$ cat src/rtl/sram_arbiter_if.sv
// rtl/sram_arbiter_if.sv - core request ports and SRAM pin bundle for sram_arbiter
interface sram_arbiter_if #(
  parameter int ADDR_W = 20
);
  // instruction-fetch port
  logic              if_req;
  logic [ADDR_W-1:0] if_addr;
  logic [31:0]       if_rdata;
  logic              if_ack;

  // data-memory port
  logic              mem_req;
  logic              mem_we;
  logic [3:0]        mem_be;
  logic [ADDR_W-1:0] mem_addr;
  logic [31:0]       mem_wdata;
  logic [31:0]       mem_rdata;
  logic              mem_ack;

  // SRAM pins (bus tristate resolved at top level through sram_data_oe)
  logic [ADDR_W-1:0] sram_addr;
  logic [31:0]       sram_wdata;
  logic [31:0]       sram_rdata;
  logic              sram_data_oe;
  logic              sram_ce_n;
  logic              sram_oe_n;
  logic              sram_we_n;
  logic [3:0]        sram_be_n;

  // arbiter side
  modport slave (
    input  if_req, if_addr, mem_req, mem_we, mem_be, mem_addr, mem_wdata, sram_rdata,
    output if_rdata, if_ack, mem_rdata, mem_ack,
    output sram_addr, sram_wdata, sram_data_oe, sram_ce_n, sram_oe_n, sram_we_n, sram_be_n
  );

  // core / board side
  modport master (
    output if_req, if_addr, mem_req, mem_we, mem_be, mem_addr, mem_wdata, sram_rdata,
    input  if_rdata, if_ack, mem_rdata, mem_ack,
    input  sram_addr, sram_wdata, sram_data_oe, sram_ce_n, sram_oe_n, sram_we_n, sram_be_n
  );
endinterface

$ cat src/rtl/sram_arbiter.sv
// rtl/sram_arbiter.sv - round-robin fetch/data arbiter sequencing one async SRAM bank
module sram_arbiter #(
  parameter int ADDR_W    = 20,
  parameter int RD_CYCLES = 2,
  parameter int WR_CYCLES = 2
) (
  input  logic            clk,
  input  logic            rst,
  sram_arbiter_if.slave   bus
);

  localparam logic [2:0] IDLE   = 3'd0;
  localparam logic [2:0] READ   = 3'd1;
  localparam logic [2:0] WSETUP = 3'd2;
  localparam logic [2:0] WPULSE = 3'd3;
  localparam logic [2:0] WHOLD  = 3'd4;
  localparam logic [2:0] DONE   = 3'd5;

  localparam logic FETCH = 1'b0;
  localparam logic DATA  = 1'b1;

  localparam int MAXC = (RD_CYCLES > WR_CYCLES) ? RD_CYCLES : WR_CYCLES;
  localparam int CW   = $clog2(MAXC) + 1;
  localparam logic [CW-1:0] RD_LAST = CW'(RD_CYCLES - 1);
  localparam logic [CW-1:0] WR_LAST = CW'(WR_CYCLES - 1);

  logic [2:0]        state;
  logic [CW-1:0]     cnt;
  logic              last_grant;
  logic              grant;
  logic [ADDR_W-1:0] lat_addr;
  logic [3:0]        lat_be;
  logic [31:0]       lat_wdata;
  logic [31:0]       if_rdata_r;
  logic [31:0]       mem_rdata_r;

  logic              any_req;
  logic              pick_data;

  // Arbitration: a lone request wins; on a tie the port not served last time wins.
  always_comb begin
    any_req = bus.if_req | bus.mem_req;
    if (bus.if_req && bus.mem_req) begin
      pick_data = (last_grant == FETCH);
    end else begin
      pick_data = bus.mem_req;
    end
  end

  // Transaction sequencer: latches the granted request and walks the strobe phases.
  always_ff @(posedge clk or negedge rst) begin
    if (!rst) begin
      state       <= IDLE;
      cnt         <= '0;
      last_grant  <= DATA;
      grant       <= FETCH;
      lat_addr    <= '0;
      lat_be      <= 4'h0;
      lat_wdata   <= 32'h0;
      if_rdata_r  <= 32'h0;
      mem_rdata_r <= 32'h0;
    end else begin
      case (state)
        IDLE: begin
          if (any_req) begin
            grant      <= pick_data;
            last_grant <= pick_data;
            cnt        <= '0;
            if (pick_data == DATA) begin
              lat_addr  <= bus.mem_addr;
              lat_be    <= bus.mem_be;
              lat_wdata <= bus.mem_wdata;
              state     <= bus.mem_we ? WSETUP : READ;
            end else begin
              lat_addr <= bus.if_addr;
              lat_be   <= 4'hF;
              state    <= READ;
            end
          end
        end
        READ: begin
          if (cnt == RD_LAST) begin
            if (grant == DATA) begin
              mem_rdata_r <= bus.sram_rdata;
            end else begin
              if_rdata_r <= bus.sram_rdata;
            end
            state <= DONE;
          end else begin
            cnt <= cnt + 1'b1;
          end
        end
        WSETUP: begin
          cnt   <= '0;
          state <= WPULSE;
        end
        WPULSE: begin
          if (cnt == WR_LAST) begin
            state <= WHOLD;
          end else begin
            cnt <= cnt + 1'b1;
          end
        end
        WHOLD: begin
          state <= DONE;
        end
        DONE: begin
          state <= IDLE;
        end
        default: begin
          state <= IDLE;
        end
      endcase
    end
  end

  // Strobe decode straight from state so an async reset releases the bus immediately;
  // data_oe is only ever raised in write phases, where oe_n is held high.
  always_comb begin
    bus.sram_ce_n    = 1'b1;
    bus.sram_oe_n    = 1'b1;
    bus.sram_we_n    = 1'b1;
    bus.sram_be_n    = 4'hF;
    bus.sram_data_oe = 1'b0;
    case (state)
      READ: begin
        bus.sram_ce_n = 1'b0;
        bus.sram_oe_n = 1'b0;
        bus.sram_be_n = ~lat_be;
      end
      WSETUP, WHOLD: begin
        bus.sram_ce_n    = 1'b0;
        bus.sram_be_n    = ~lat_be;
        bus.sram_data_oe = 1'b1;
      end
      WPULSE: begin
        bus.sram_ce_n    = 1'b0;
        bus.sram_we_n    = 1'b0;
        bus.sram_be_n    = ~lat_be;
        bus.sram_data_oe = 1'b1;
      end
      default: begin
      end
    endcase
  end

  assign bus.sram_addr  = lat_addr;
  assign bus.sram_wdata = lat_wdata;
  assign bus.if_rdata   = if_rdata_r;
  assign bus.mem_rdata  = mem_rdata_r;
  assign bus.if_ack     = (state == DONE) && (grant == FETCH);
  assign bus.mem_ack    = (state == DONE) && (grant == DATA);

endmodule

$ cat src/flat_wrapper.sv
// flat-port wrapper written by rule: the top's interface ports become plain ports
module sram_arbiter_flat 
#(
  parameter int ADDR_W    = 20,
  parameter int RD_CYCLES = 2,
  parameter int WR_CYCLES = 2
)
  (clk, rst, bus_if_req, bus_if_addr, bus_mem_req, bus_mem_we, bus_mem_be, bus_mem_addr, bus_mem_wdata, bus_sram_rdata, bus_if_rdata, bus_if_ack, bus_mem_rdata, bus_mem_ack, bus_sram_addr, bus_sram_wdata, bus_sram_data_oe, bus_sram_ce_n, bus_sram_oe_n, bus_sram_we_n, bus_sram_be_n);
  sram_arbiter_if #(.ADDR_W(ADDR_W)) bus_i ();
  input  logic clk;
  input  logic rst;
  input wire logic [$bits(bus_i.if_req)-1:0] bus_if_req;
  input wire logic [$bits(bus_i.if_addr)-1:0] bus_if_addr;
  input wire logic [$bits(bus_i.mem_req)-1:0] bus_mem_req;
  input wire logic [$bits(bus_i.mem_we)-1:0] bus_mem_we;
  input wire logic [$bits(bus_i.mem_be)-1:0] bus_mem_be;
  input wire logic [$bits(bus_i.mem_addr)-1:0] bus_mem_addr;
  input wire logic [$bits(bus_i.mem_wdata)-1:0] bus_mem_wdata;
  input wire logic [$bits(bus_i.sram_rdata)-1:0] bus_sram_rdata;
  output wire logic [$bits(bus_i.if_rdata)-1:0] bus_if_rdata;
  output wire logic [$bits(bus_i.if_ack)-1:0] bus_if_ack;
  output wire logic [$bits(bus_i.mem_rdata)-1:0] bus_mem_rdata;
  output wire logic [$bits(bus_i.mem_ack)-1:0] bus_mem_ack;
  output wire logic [$bits(bus_i.sram_addr)-1:0] bus_sram_addr;
  output wire logic [$bits(bus_i.sram_wdata)-1:0] bus_sram_wdata;
  output wire logic [$bits(bus_i.sram_data_oe)-1:0] bus_sram_data_oe;
  output wire logic [$bits(bus_i.sram_ce_n)-1:0] bus_sram_ce_n;
  output wire logic [$bits(bus_i.sram_oe_n)-1:0] bus_sram_oe_n;
  output wire logic [$bits(bus_i.sram_we_n)-1:0] bus_sram_we_n;
  output wire logic [$bits(bus_i.sram_be_n)-1:0] bus_sram_be_n;
  assign bus_i.if_req = bus_if_req;
  assign bus_i.if_addr = bus_if_addr;
  assign bus_i.mem_req = bus_mem_req;
  assign bus_i.mem_we = bus_mem_we;
  assign bus_i.mem_be = bus_mem_be;
  assign bus_i.mem_addr = bus_mem_addr;
  assign bus_i.mem_wdata = bus_mem_wdata;
  assign bus_i.sram_rdata = bus_sram_rdata;
  assign bus_if_rdata = bus_i.if_rdata;
  assign bus_if_ack = bus_i.if_ack;
  assign bus_mem_rdata = bus_i.mem_rdata;
  assign bus_mem_ack = bus_i.mem_ack;
  assign bus_sram_addr = bus_i.sram_addr;
  assign bus_sram_wdata = bus_i.sram_wdata;
  assign bus_sram_data_oe = bus_i.sram_data_oe;
  assign bus_sram_ce_n = bus_i.sram_ce_n;
  assign bus_sram_oe_n = bus_i.sram_oe_n;
  assign bus_sram_we_n = bus_i.sram_we_n;
  assign bus_sram_be_n = bus_i.sram_be_n;
  sram_arbiter #(.ADDR_W(ADDR_W), .RD_CYCLES(RD_CYCLES), .WR_CYCLES(WR_CYCLES)) u_core (.clk(clk), .rst(rst), .bus(bus_i));
endmodule
$ cat config.mk
export PLATFORM = sky130hd
export DESIGN_NAME = sram_arbiter_flat
export DESIGN_NICKNAME = d
export VERILOG_FILES = /design/src/rtl/sram_arbiter_if.sv /design/src/rtl/sram_arbiter.sv /design/src/flat_wrapper.sv
export SDC_FILE = /design/constraint.sdc
export NUM_CORES = 1
export LEC_CHECK = 0
export CORE_MARGIN = 4
export CORE_UTILIZATION = 38
export DETAILED_ROUTE_END_ITERATION = 16
export PLACE_DENSITY = 0.77
export SLEW_MARGIN = 20
export SYNTH_ARGS = -nofsm -noshare
export SYNTH_HDL_FRONTEND = slang
export SYNTH_SLANG_ARGS = --single-unit
export TNS_END_PERCENT = 50
$ cat constraint.sdc
create_clock -name clk -period 1.7 [get_ports clk]
set_input_delay 0.34 -clock clk [delete_from_list [all_inputs] [get_ports clk]]
set_output_delay 0.34 -clock clk [all_outputs]
set_load 0.05 [all_outputs]
==> results of run 1 <==
[sequential cells by signal (all words and copies together), names as in the netlist]
name and count:
u_core.bus.if_rdata 32, u_core.bus.mem_rdata 32, u_core.bus.sram_wdata 32, u_core.bus.sram_addr 20, u_core.lat_be 4, u_core.state 3
u_core.cnt 2, u_core.grant 1, u_core.last_grant 1
[final cells by class]
type	count	area [µm²]	share of cell area, %
clock buffers	22	474	5.47
clock inverters	10	159	1.83
inverters	7	26.3	0.303
repair buffers	269	2520	29.1
flip-flops and latches	127	3180	36.7
multi-input cells	181	2070	23.9
well taps	180	225	2.60
[metrics by stage]
stage | TNS (ns) | util [%] | area, µm² | std cells | setup slack (ns)
2_1_floorplan | -0.163 | - | 5410 | 334 | -0.0814
3_5_place_dp | -11.81 | 56.3 | 7810 | 757 | -0.291
3_3_place_gp | -11.02 | 56.3 | 7810 | 757 | -0.258
5_1_grt | -7.79 | 62.4 | 8670 | 796 | -0.205
6_report | -3.04 | 62.4 | 8670 | 796 | -0.159
4_1_cts | -2.40 | 61.7 | 8560 | 792 | -0.167
[logic make-up after synthesis]
kind of cell | synth area share (%)
muxes | 31.4
DFF | 58.9
buffers and inverters | 4.31
and+or+nand+nor | 2.60
AOI/OAI and AO/OA | 2.34
xor gates and xnor gates | 0.162
adders and majority gates | 0.232
[what timing repair did]
| item | in CTS | in global routing |
|---|---|---|
| gates cloned | 0 | 3 |
| hold buffers | 1 | 0 |
| setup buffers | 2 | 1 |
| pin swaps | 2 | 6 |
| gates resized for setup | 25 | 11 |
| endpoints found under the setup margin | 9 | 67 |
| hold endpoints to repair | 57 | 0 |
[worst max-delay path by stage]
stage	to	start	cells past startpoint
finish	bus_sram_be_n[0]	u_core.state[1]$_DFFE_PN0P_	5
CTS	bus_sram_be_n[1]	u_core.state[0]$_DFFE_PN0P_	5
global route	bus_sram_be_n[0]	u_core.state[1]$_DFFE_PN0P_	5
detailed placement	u_core.bus.sram_addr[15]$_DFFE_PN0P_	bus_mem_req	5
floorplan	bus_if_ack	u_core.state[2]$_DFFE_PN0P_	3
global placement	u_core.bus.sram_addr[14]$_DFFE_PN0P_	bus_mem_req	5
[metal layers]
metal | GRT usage [%] | routed length [µm] | vias to the layer above
li1 | - | - | 1730
met1 | 21.0 | 5730 | 1858
met2 | 28.1 | 6810 | 155
met3 | 5.35 | 985 | 23
met4 | 6.18 | 261 | 0
met5 | 0 | 0 | -
[worst register-to-register path: stages, from the launching register on]
cell and delay [ns]:
dfrtp_2 0.45, buf_4 0.15, buf_4 0.13, nor3_4 0.24, o21a_4 0.23, clkbuf_16 0.17, mux2_2 0.32
[cell usage in the layout, fill, tap and decap left out, types with 6 or more instances in the layout]
cell type and n:
dfrtp_1 123, inv_1 6, o21ai_0 7, clkdlybuf4s50_1 111, clkbuf_16 19, buf_12 11
mux2_4 48, buf_6 12, mux2_2 88, buf_4 131
==> metrics.txt, run 1 <==
number of global-route vias before repair 4120; Register-to-Register Setup Slack -0.11 ns; average wire per standard cell 17.3 µm; RSZ-0062 raised after global routing yes; EDFF count, synth 0; Synth area leader dfrtp_1; Initial DRC Count 152; most common cell in the netlist dfrtp_1; Worst Hold End u_core.lat_be[0]$_DFFE_PN0P_; Final Cycle Share 109%; # diodes 0; final hold slack 0.493 ns; DRT antenna net count 0; Avg Cell Area, Syn 16.2 µm²; Startpoint Class flop; Ys Warns 0; Setup WS post-layout -0.159 ns; largest net degree at the start of global routing 90; Synth async-reset ratio 100%; port buffer count 238; Rows 43; CTS Buf Count 17; Synth Instances 334; Die ar. 0.0162 mm²; drt total wl 13800 µm; failing checks setup timing; top cells by count, synth 126 x dfrtp_1, 92 x mux2_2, 44 x mux2_4; CP bufs+invs 2; Fin. Hold Viols 0; CP max stage delay 0.45 ns; Worst Max-Slew Pin Slew 0.501 ns; core area 0.0139 mm²; DRC viols 0; CP Capture Type output port; Clk Latency, worst-skew pair 0.41 ns; worst-path cell chain nor2_4 -> xnor2_2 -> buf_6 -> nand2_1 -> buf_6; GRT Util Overall 17.0%; Achievable Freq 0.538 GHz; clock-pin slew on the worst setup and hold paths 0.05 ns; Final setup viols 47; status finished, violations left; Die H 127 µm; Pre-antenna DRT Iters 4; Max-cap violations 0; IO Pins 239; final net count 717; Vias/cell 4.73; Worst Path Max Fanout 5; Reg-to-Reg End u_core.bus.sram_addr[2]$_DFFE_PN0P_; routed vias 3766; worst hold path depth 1; clock buffer depth 2; sequential area share after synthesis 58.9%; htree depth 4; Die Width 127 µm; worst hold start u_core.lat_be[0]$_DFFE_PN0P_; flops & latches, synth 127; r2r worst-path depth 6; CTS tree done; Netlist cell types 32; area share of the largest cell type after synthesis 58.4%; Worst path slowest cell dfrtp_2; Max transition margin 66.6%; Critical R2R Launch u_core.state[0]$_DFFE_PN0P_; routability congestion estimate 0.792; syn nets 448; gr ovfl total 0; layout cells sized above 1 55.8%; Synth Flop Type dfrtp_1; worst path arrival time 1.52 ns; Root Driver clkbuf_16; critical path class reg2out; area delta synth->final 60.6%; Fin Clk Skew 0.00954 ns; Starting Density 38.9%; Area contributors post-synth dfrtp_1 58%, mux2_2 19%, mux2_4 12%; fillers 1042; first-pass GRT wire length 21700 µm; post-route minimum period 1.86 ns; clk sinks 127; initial antenna violation count 0; HP Class reg2reg; Post-Syn Area 0.00540 mm²; hpwl dp 9880 µm; most used cell, CP buf_6; Crit path max-delay family flip-flops; Max Transition Viols Final 0; WP data required 1.36 ns
Power of run 1 is not shown: default switching activity piles up to over one toggle a cycle in this logic, so the estimate is an artifact.
==> run 2: changes to the inputs <==
--- a/config.mk
+++ b/config.mk
@@ -7,6 +7,7 @@
 export LEC_CHECK = 0
 export CORE_MARGIN = 4
 export CORE_UTILIZATION = 38
+export CTS_CLUSTER_SIZE = 12
 export DETAILED_ROUTE_END_ITERATION = 16
 export PLACE_DENSITY = 0.77
 export SLEW_MARGIN = 20
==> results of run 2 <==
Same layout as run 1: the final DEF is identical, and so are final timing and power.
Power of run 2 is left out for the same reason.
